--- config.mk ---
export PLATFORM = sky130hd
export DESIGN_NAME = mem_access
export DESIGN_NICKNAME = d
export VERILOG_FILES = /design/src/rtl/mem_access.sv
export SDC_FILE = /design/constraint.sdc
export NUM_CORES = 1
export LEC_CHECK = 0
export CELL_PAD_IN_SITES_DETAIL_PLACEMENT = 1
export CELL_PAD_IN_SITES_GLOBAL_PLACEMENT = 2
export CORE_UTILIZATION = 29
export CTS_BUF_LIST = sky130_fd_sc_hd__clkbuf_4
export CTS_CLUSTER_SIZE = 14
export DETAILED_ROUTE_END_ITERATION = 10
export PLACE_DENSITY_LB_ADDON = 0.1
export SLEW_MARGIN = 20
export SYNTH_ARGS = -nofsm -noshare
export SYNTH_HDL_FRONTEND = slang
export SYNTH_SLANG_ARGS = --single-unit
--- constraint.sdc ---
create_clock -name clk -period 4.4 [get_ports clk]
set_input_delay 0.66 -clock clk [delete_from_list [all_inputs] [get_ports clk]]
set_output_delay 0.66 -clock clk [all_outputs]
set_load 0.01 [all_outputs]
--- src/rtl/mem_access.sv ---
// Data-memory access unit for the MEM stage: it aligns and issues load/store requests,
// stalls the pipeline until the memory acknowledges or times out, and extracts load data.
module mem_access #(
  parameter int TIMEOUT = 16,
  parameter int DATA_W  = 32
) (
  input  logic              clk,
  input  logic              rst_n,
  input  logic              mem_read,
  input  logic              mem_write,
  input  logic [1:0]        size,
  input  logic              sign_ext,
  input  logic [DATA_W-1:0] address,
  input  logic [DATA_W-1:0] write_data,
  output logic              mem_req,
  output logic              mem_we,
  output logic [DATA_W-1:0] mem_addr,
  output logic [3:0]        mem_be,
  output logic [DATA_W-1:0] mem_wdata,
  input  logic              mem_ack,
  input  logic [DATA_W-1:0] mem_rdata,
  output logic [DATA_W-1:0] read_data,
  output logic              stall,
  output logic              misaligned,
  output logic              bus_err
);

  localparam int CW = (TIMEOUT > 1) ? $clog2(TIMEOUT) : 1;

  typedef enum logic [1:0] {ST_IDLE, ST_WAIT, ST_DONE} state_t;

  state_t          state_reg, state_next;
  logic [CW-1:0]   cnt_reg;
  logic [1:0]      off_reg;
  logic [1:0]      size_reg;
  logic            sign_reg;
  logic            load_reg;

  logic            access, aligned, start, timeout_hit;
  logic [3:0]      be_calc;
  logic [31:0]     wdata_calc;
  logic [7:0]      byte_sel;
  logic [15:0]     half_sel;
  logic [31:0]     load_ext;

  assign access      = mem_read | mem_write;
  assign timeout_hit = (cnt_reg == CW'(TIMEOUT - 1));

  always_comb begin
    aligned    = 1'b1;
    be_calc    = 4'b1111;
    wdata_calc = write_data;
    case (size)
      2'b00: begin
        be_calc    = 4'b0001 << address[1:0];
        wdata_calc = {4{write_data[7:0]}};
      end
      2'b01: begin
        aligned    = ~address[0];
        be_calc    = address[1] ? 4'b1100 : 4'b0011;
        wdata_calc = {2{write_data[15:0]}};
      end
      default: aligned = (address[1:0] == 2'b00);
    endcase
  end

  // Extraction uses the offset/size/sign captured at issue, not the live inputs.
  always_comb begin
    case (off_reg)
      2'd0:    byte_sel = mem_rdata[7:0];
      2'd1:    byte_sel = mem_rdata[15:8];
      2'd2:    byte_sel = mem_rdata[23:16];
      default: byte_sel = mem_rdata[31:24];
    endcase
    half_sel = off_reg[1] ? mem_rdata[31:16] : mem_rdata[15:0];
    case (size_reg)
      2'b00:   load_ext = {{24{sign_reg & byte_sel[7]}}, byte_sel};
      2'b01:   load_ext = {{16{sign_reg & half_sel[15]}}, half_sel};
      default: load_ext = mem_rdata;
    endcase
  end

  always_comb begin
    state_next = state_reg;
    stall      = 1'b0;
    misaligned = 1'b0;
    bus_err    = 1'b0;
    start      = 1'b0;
    case (state_reg)
      ST_IDLE: begin
        if (access) begin
          if (aligned) begin
            stall      = 1'b1;
            start      = 1'b1;
            state_next = ST_WAIT;
          end else begin
            misaligned = 1'b1;
          end
        end
      end
      ST_WAIT: begin
        stall = 1'b1;
        if (mem_ack) begin
          state_next = ST_DONE;
        end else if (timeout_hit) begin
          bus_err    = 1'b1;
          state_next = ST_DONE;
        end
      end
      default: state_next = ST_IDLE;
    endcase
    // Pulses must read zero while reset is held, whatever the inputs are doing.
    if (!rst_n) begin
      stall      = 1'b0;
      misaligned = 1'b0;
      bus_err    = 1'b0;
      start      = 1'b0;
    end
  end

  always_ff @(posedge clk or negedge rst_n) begin
    if (!rst_n) begin
      state_reg <= ST_IDLE;
      mem_req   <= 1'b0;
      mem_we    <= 1'b0;
      mem_addr  <= '0;
      mem_be    <= '0;
      mem_wdata <= '0;
      read_data <= '0;
      cnt_reg   <= '0;
      off_reg   <= '0;
      size_reg  <= '0;
      sign_reg  <= 1'b0;
      load_reg  <= 1'b0;
    end else begin
      state_reg <= state_next;
      if (start) begin
        mem_req   <= 1'b1;
        mem_we    <= mem_write;
        mem_addr  <= {address[DATA_W-1:2], 2'b00};
        mem_be    <= be_calc;
        mem_wdata <= wdata_calc;
        cnt_reg   <= '0;
        off_reg   <= address[1:0];
        size_reg  <= size;
        sign_reg  <= sign_ext;
        load_reg  <= ~mem_write;
      end
      if (state_reg == ST_WAIT) begin
        if (mem_ack) begin
          mem_req <= 1'b0;
          mem_we  <= 1'b0;
          if (load_reg) read_data <= load_ext;
        end else if (timeout_hit) begin
          mem_req <= 1'b0;
          mem_we  <= 1'b0;
        end else begin
          cnt_reg <= cnt_reg + 1'b1;
        end
      end
    end
  end

endmodule

# Word level (Yosys, flattened, before mapping)
# Index checks and enable logic that the tools add are counted.
[totals] wordCells=73 inputBits=104 output_inout_bits=105 register_bits=112
[classes] bitwise=5 muxes=38 n_shift=1 eq_ne=9 addsub=1 n_reduce_logical=7
[ops] operator="case mux 32 bit (2 select lines)" n=2
[ops] operator="case mux 8 bit (3 select lines)" n=1
[ops] operator="2-to-1 mux 1 bit" n=21
[ops] operator="2-to-1 mux 4 bit" n=5
[ops] operator="2-to-1 mux 16 bit" n=1
[ops] operator="zero test 2 bit" n=5
[ops] operator="== test 2 x 1 -> 1 bit (second input constant)" n=4
[ops] operator="2-to-1 mux 2 bit" n=4
[ops] operator="case mux 4 bit (2 select lines)" n=1
[ops] operator="AND reduction 3 bit" n=2
[ops] operator="adder 4 x 1 -> 4 bit (second input constant)" n=1
[ops] operator="== test 4 bit (second input constant)" n=1
[ops] operator="inequality test 2 bit (second input constant)" n=2
[ops] operator="case mux 1 bit (2 select lines)" n=2
[ops] operator="case mux 2 bit (2 select lines)" n=1
[ops] operator="<< shifter 1 x 2 -> 4 bit (first input constant)" n=1
[ops] operator="inequality test 3 bit (second input constant)" n=1
[ops] operator="AND 1 bit" n=2
[ops] operator="== test 2 bit (second input constant)" n=1
[ops] operator="inverter 1 bit" n=2
[ops] operator="OR 1 bit" n=1

# Depth between registers and ports, before layout
# Gate-level depths: netlist (run 1).
[depth] depth_word=10 mapped_depth=7 mapped_depth_nobuf=5

# Least setup slack after synthesis (run 1)
# OpenSTA, ideal clock, no wires.
[synth_path] path_kind="input to output" start="in address[0]" end="out stall" path_stages=5 n_path_buf=1 t_required_ns=3.740 arrival_time_ns=1.518 setup_slack_ns=2.222 path_cell_list="buf_2 -> a21oi_1 -> nor2_1 -> o21bai_1 -> and3b_1"
[synth_between] elab_chain_len=6 elab_cells_between_ends=7 cone_classes="mux: 5; bitwise: 1; reduce/logical: 1"
[synth_rtl] item="start: declaration" line="13" text="input logic [DATA_W-1:0] address,"
[synth_rtl] item="zero test 2 bit or inverter 1 bit (tied branches)" line="63, 59"
[synth_rtl] item="case mux 1 bit (2 select lines) (*)" line="53" text="case (size)"
[synth_rtl] item="2-to-1 mux 1 bit (*)" line="92" text="if (aligned) begin"
[synth_rtl] item="2-to-1 mux 1 bit (*)" line="91" text="if (access) begin"
[synth_rtl] item="case mux 1 bit (2 select lines) (*)" line="89" text="case (state_reg)"
[synth_rtl] item="2-to-1 mux 1 bit (*)" line="113" text="if (!rst_n) begin"
[synth_rtl] item="end: declaration" line="23" text="output logic stall,"
# Every way passes the cells marked *; elsewhere a longest branch is shown, timed or not.

# Worst setup path in the final report (run 1)
[layout_path] start="in size[0]" end="out stall"
[layout_between] elab_chain_len=6 elab_cells_between_ends=7 cone_classes="eq/ne: 1; mux: 5; reduce/logical: 1"
[layout_rtl] item="start: declaration" line="11" text="input logic [1:0] size,"
[layout_rtl] item="== test 2 x 1 -> 1 bit or zero test 2 bit (tied branches)" line="53"
[layout_rtl] item="case mux 1 bit (2 select lines) (*)" line="53"
[layout_rtl] item="2-to-1 mux 1 bit (*)" line="92"
[layout_rtl] item="2-to-1 mux 1 bit (*)" line="91"
[layout_rtl] item="case mux 1 bit (2 select lines) (*)" line="89"
[layout_rtl] item="2-to-1 mux 1 bit (*)" line="113"
# Marked as above.

==> flow_summary.json, run 1 <==
{
  "fin_skew_ns": 0.01209,
  "synth_top_area_share_pct": 53.59,
  "worst_pin_slew_ns": 0.9647,
  "final_cells": 906,
  "ctsResizeCount": 0,
  "rsz0062_at_grt": "false",
  "maxCapViolCount": 0,
  "r2r-start": "off_reg[1]$_DFFE_PN0P_",
  "r2r_slack_ns": 2.00,
  "die_h_um": 136.3,
  "worstSetupPathType": "in -> out",
  "start_util_pct": 29.93,
  "drt_iter0_drc": 144,
  "r2r_cells": 4,
  "endpoint_kind": "output port",
  "coreArea_sq_um": 17480,
  "ys.flop_type": "dfrtp_1",
  "htree_levels": 3,
  "reg.largest.list": "mem_wdata: 32 flops, read_data: 32 flops, mem_addr: 30 flops",
  "setup_viol": 0,
  "critPathLaunchType": "input port",
  "regArea_sq_um": 2804,
  "grt_pass1_wl_um": 25980,
  "via_count": 4479,
  "yosysWarnings": 0,
  "grt_overflow": 0,
  "cts_hold_buf": 0,
  "clk_pin_slew_worst_paths_ns": 0.18,
  "drcViolationCount": 0,
  "grt_max_degree": 88,
  "yosysTopAreaCell": "dfrtp_1",
  "nFillCells": 1912,
  "antenna_found_initial": 1,
  "crit_fanout": 13,
  "fmax_mhz": 301.5,
  "seq_area_frac_synth_pct": 53.59,
  "regToRegEndpoint": "read_data[30]$_DFFE_PN0P_",
  "synth_area_leaders": "dfrtp_1 (54%), mux2_2 (8.8%), mux2i_1 (6.1%), a21oi_1 (4.8%), o21ai_0 (3.5%)",
  "clk_latency_ns": 0.49,
  "vias_per_cell": 4.944,
  "slew_violations": 0,
  "port_buffers": 206,
  "cts_tree": "built",
  "hold_slack_ns": 0.1035,
  "worst_ep_required_time_ns": 3.74,
  "hp-class": "in -> async",
  "setup_tns_ns": 0,
  "grt_pass1_vias": 4763,
  "ios": 209,
  "multiInputGateArea_sq_um": 2215,
  "irDropWorstVdd_mv": 0.2290,
  "ant_nets": 0,
  "p_per_area_nw_per_um2": 635.0,
  "cts_buffers": 9,
  "post-route-period-util_pct": 75.37,
  "wl_um": 16690,
  "ys_ff_latch": 112,
  "total_power_w": 0.004804,
  "hold_viol_final": 0,
  "final_nets": 780,
  "syn-mean-instance-area_sq_um": 10.78,
  "status": "finished clean",
  "grt_use_total_pct": 18.39,
  "gp_congestion": 0.7503,
  "dp_hpwl_um": 12220,
  "finalInstanceArea_sq_um": 7566,
  "drive_above_1_share_pct": 11.32,
  "postPlaceCellArea_sq_um": 7438,
  "synth_edf_count": 0,
  "drtPass1Iterations": 4,
  "post-cts-setup-buffers": 0,
  "die_area_sq_um": 18580,
  "cts_sinks": 112,
  "synthCells": 485,
  "fin_crit_ns": 3.316,
  "maxSlewHeadroom_pct": 35.69,
  "die_w_um": 136.3,
  "cts_buffer_depth": 2,
  "syn_to_final_growth_pct": 44.67,
  "leakagePower_nw": 3.158,
  "wl_per_cell_um": 18.43,
  "root_buffer": "clkbuf_4",
  "placedCellCount": 889,
  "synth_area_sq_um": 5230,
  "synthArstFlopShare_pct": 100.0,
  "core.rowCount": 48,
  "worstPathArrival_ns": 2.66,
  "ys_types": 54
}
## cell usage in the layout, fill, tap and decap left out, types with 3 or more instances in the layout
cell and count:
a21oi_1 50, a221oi_1 6, a22oi_1 6, a31oi_1 3
a32oi_1 3, and3_1 3, buf_4 7, clkbuf_4 9
clkdlybuf4s50_1 205, clkinvlp_4 3, dfrtp_1 111, inv_1 4
mux2_1 3, mux2_2 41, mux2i_1 32, nand2_1 47
nand2b_1 3, nand3_1 5, nor2_1 47, nor2b_1 4
o211ai_1 4, o21ai_0 37, o22a_1 6, or2_2 3
## kinds of logic (layout without fill, tap and decap cells)
family,after synthesis,count (layout),synth area share (%)
fa+ha+maj,1,1,0.2392
compound gates,127,127,15.10
mux,76,76,15.60
simple gates,127,127,10.93
xor+xnor,2,2,0.3350
flops,112,112,53.59
other cells,1,3,0.07170
buf+inv,39,233,4.139
## synth_stat cells, drive strengths merged, types with 5 or more instances
library cell and instances:
a21oi 51, a221oi 6, a22oi 6, buf 16, clkbuf 19, dfrtp 112, mux2 44, mux2i 32
nand2 47, nand3 5, nor2 48, o211ai 5, o21ai 38, o22a 6
## per-stage QoR
step	util (%)	setup WS, ns
after CTS	43.27	1.075
final	43.29	1.084
after global placement	42.56	1.113
after global routing	43.29	0.9695
after floorplan	-	2.222
after detailed placement	42.56	1.078
## worst max-delay path by stage
stage | slack (ns) | end | start | cells past startpoint
final | 1.08 | stall | size[0] | 7
after global routing | 0.97 | stall | size[0] | 7
after CTS | 1.08 | stall | size[0] | 7
after detailed placement | 1.08 | stall | size[0] | 7
after global placement | 1.11 | stall | size[0] | 7
after floorplan | 2.22 | stall | address[0] | 5
## worst max-delay path, stage by stage
cell and delay [ns]:
clkdlybuf4s50_1 0.41, buf_4 0.21, a21oi_1 0.35, nor2_1 0.12
o21bai_1 0.19, and3b_1 0.18, clkdlybuf4s50_1 0.53
## report_power, final
| group | leakage, nW | total (W) | internal [W] | switching [W] |
|---|---|---|---|---|
| combinational | 1.76 | 0.00238 | 0.00135 | 0.00103 |
| clock | 0.0605 | 0.000499 | 0.000122 | 0.000377 |
| sequential | 1.34 | 0.00193 | 0.00153 | 0.000393 |
## layout make-up
cell class	instances	share of cell area (%)
Sequential cell	112	37.06
Multi-Input combinational cell	335	29.27
Timing Repair Buffer	213	28.08
Tap cell	225	3.721
Clock buffer	9	0.8930
Clock inverter	7	0.7442
Inverter	4	0.1984
Antenna cell	1	0.03307
## routing by layer
metal	vias to the layer above	wire length, um	track usage [%]	part of all wire, %
met3	12	1514	6.972	9.1
met5	-	0	0	0
met2	135	7911	29.27	47
met1	2239	7041	22.63	42
li1	2093	-	-	-
met4	0	227	6.420	1.4
No activity file was read; power rests on OpenSTA's default activity.
==> inputs of run 2 (changes only) <==
--- a/config.mk
+++ b/config.mk
@@ -7,7 +7,7 @@
 export LEC_CHECK = 0
 export CELL_PAD_IN_SITES_DETAIL_PLACEMENT = 1
 export CELL_PAD_IN_SITES_GLOBAL_PLACEMENT = 2
-export CORE_UTILIZATION = 29
+export CORE_UTILIZATION = 27
 export CTS_BUF_LIST = sky130_fd_sc_hd__clkbuf_4
 export CTS_CLUSTER_SIZE = 14
 export DETAILED_ROUTE_END_ITERATION = 10
==> constraint.sdc (replaced) <==
create_clock -name clk -period 3.34 [get_ports clk]
set_input_delay 0.501 -clock clk [delete_from_list [all_inputs] [get_ports clk]]
set_output_delay 0.501 -clock clk [all_outputs]
set_load 0.01 [all_outputs]
==> run 2 against run 1 <==
Cell count rose by 4.5%; count of clock-buffer cells in the layout is the same; total power rose by 37%; combinational power increased by 36%; hold slack improved by 0.22 ns; utilization down 2.3 points; setup slack worse by 0.71 ns; highest routed layer is now met5.
==> flow_summary.json, run 2 (synthesis gave the netlist of run 1 again) <==
{
  "syn_to_final_growth_pct": 47.58,
  "grt_pass1_wl_um": 27030,
  "core.rowCount": 50,
  "antenna_found_initial": 2,
  "drt_iter0_drc": 123,
  "cts_sinks": 112,
  "fmax_mhz": 337.6,
  "clk_latency_ns": 0.49,
  "final_nets": 785,
  "setup_viol": 0,
  "hold_slack_ns": 0.3258,
  "grt_max_degree": 61,
  "grt_use_met1_pct": 21.26,
  "maxCapViolCount": 0,
  "cts_buffer_depth": 2,
  "endpoint_kind": "output port",
  "reg.largest.list": "mem_wdata: 32 flops, read_data: 32 flops, mem_addr: 30 flops",
  "worst_pin_slew_ns": 0.9968,
  "worstPathArrival_ns": 2.46,
  "grtUsageMet2_pct": 29.39,
  "status": "finished clean",
  "clk_pin_slew_worst_paths_ns": 0.18,
  "wl_per_cell_um": 17.79,
  "fin_skew_ns": 0.01923,
  "drtPass1Iterations": 4,
  "grt_overflow": 0,
  "crit_fanout": 8,
  "via_count": 4459,
  "gp_congestion": 0.7452,
  "multiInputGateArea_sq_um": 2215,
  "irDropWorstVdd_mv": 0.3073,
  "port_buffers": 206,
  "post-cts-setup-buffers": 0,
  "grt.busiest_layer": "met2",
  "p_per_area_nw_per_um2": 853.4,
  "hp-class": "in -> async",
  "die_area_sq_um": 19930,
  "dp_hpwl_um": 12160,
  "drive_above_1_share_pct": 11.68,
  "maxSlewHeadroom_pct": 33.40,
  "setup_tns_ns": 0,
  "hold_viol_final": 0,
  "start_util_pct": 27.77,
  "leakagePower_nw": 3.219,
  "worstSetupPathType": "in -> out",
  "critPathLaunchType": "input port",
  "die_h_um": 141.2,
  "post-route-period-util_pct": 88.68,
  "rsz0062_at_grt": "false",
  "nFillCells": 2079,
  "vias_per_cell": 4.709,
  "ant_nets": 0,
  "grt_use_total_pct": 17.57,
  "wl_um": 16850,
  "ctsResizeCount": 0,
  "die_w_um": 141.2,
  "drcViolationCount": 0,
  "cts_buffers": 9,
  "regArea_sq_um": 2803,
  "htree_levels": 3,
  "root_buffer": "clkbuf_4",
  "coreArea_sq_um": 18830,
  "grt_pass1_vias": 4913,
  "layout_commonest_cell": "clkdlybuf4s50_1",
  "worst_ep_required_time_ns": 2.84,
  "fin_crit_ns": 2.962,
  "met3_usage_pct": 5.774,
  "slew_violations": 0,
  "cts_tree": "built",
  "final_cell_mix": "clkdlybuf4s50_1 (205), dfrtp_1 (112), a21oi_1 (50)",
  "ios": 209
}
## run 2: cell types whose count changed in the layout (fill, tap and decap cells not counted), sizes merged
cell / delta
buf: +4
bufinv: +3
clkinv: -2
clkinvlp: -2
diode: +1
dlygate4sd3: +1
inv: +1
## run 2: power breakdown
part / leakage (nW) / switching, W / internal (W)
clock: 0.0976 / 0.000504 / 0.000387
combinational: 1.78 / 0.00143 / 0.00180
sequential: 1.34 / 0.000452 / 0.00202
total: 3.22 / 0.00238 / 0.00420
## run 2: per-stage QoR
step / instance area (sq um) / std cells / power (W) / setup slack (ns) / util (%)
2_1_floorplan: 5234 / 486 / 0.003938 / 1.480 / -
3_3_place_gp: 7512 / 928 / 0.005674 / 0.4019 / 39.89
3_5_place_dp: 7512 / 928 / 0.005772 / 0.3639 / 39.89
4_1_cts: 7714 / 945 / 0.006705 / 0.3618 / 40.96
5_1_grt: 7719 / 947 / 0.007075 / 0.2314 / 40.99
6_report: 7719 / 947 / 0.006587 / 0.3782 / 40.99
## run 2: final cells by class
class | instances | area share, %
Sequential cell | 112 | 36.31
Multi-Input combinational cell | 335 | 28.69
Timing Repair Buffer | 218 | 28.04
Tap cell | 260 | 4.215
Clock inverter | 7 | 1.605
Clock buffer | 9 | 0.8753
Inverter | 4 | 0.1945
Antenna cell | 2 | 0.06484
## run 2: what timing repair did
action / in CTS / in global routing
endpoints found under the hold margin: 2 / 0
endpoints found under the setup margin: 0 / 0
hold buffers: 1 / 0
## run 2: layer usage
layer,up-vias,part of all wire [%],routed length (um)
li1,2098,-,-
met1,2223,42,7053
met2,122,49,8263
met3,14,7.7,1301
met4,2,1.3,219
met5,-,0.077,13
## run 2: final timing paths
kind                       slack, ns                 startpoint  depth (start not counted)                        end
hold / removal                  0.33                      rst_n                          2       cnt_reg[2]$_DFF_PN0_
setup reg to reg                1.13    size_reg[1]$_DFFE_PN0P_                          4  read_data[19]$_DFFE_PN0P_
hold reg to reg                 0.51  mem_wdata[10]$_DFFE_PN0P_                          2  mem_wdata[10]$_DFFE_PN0P_
max in group asynchronous       2.04                      rst_n                          3      mem_be[3]$_DFFE_PN0P_
setup / recovery                0.38                 address[0]                          6                      stall
min in group clk                0.51  mem_wdata[10]$_DFFE_PN0P_                          2  mem_wdata[10]$_DFFE_PN0P_
## run 2: worst max-delay path, stage by stage
cell,delay (ns)
clkdlybuf4s50_1,0.54
a21oi_1,0.40
nor2_1,0.14
o21bai_1,0.17
and3b_1,0.18
clkdlybuf4s50_1,0.53
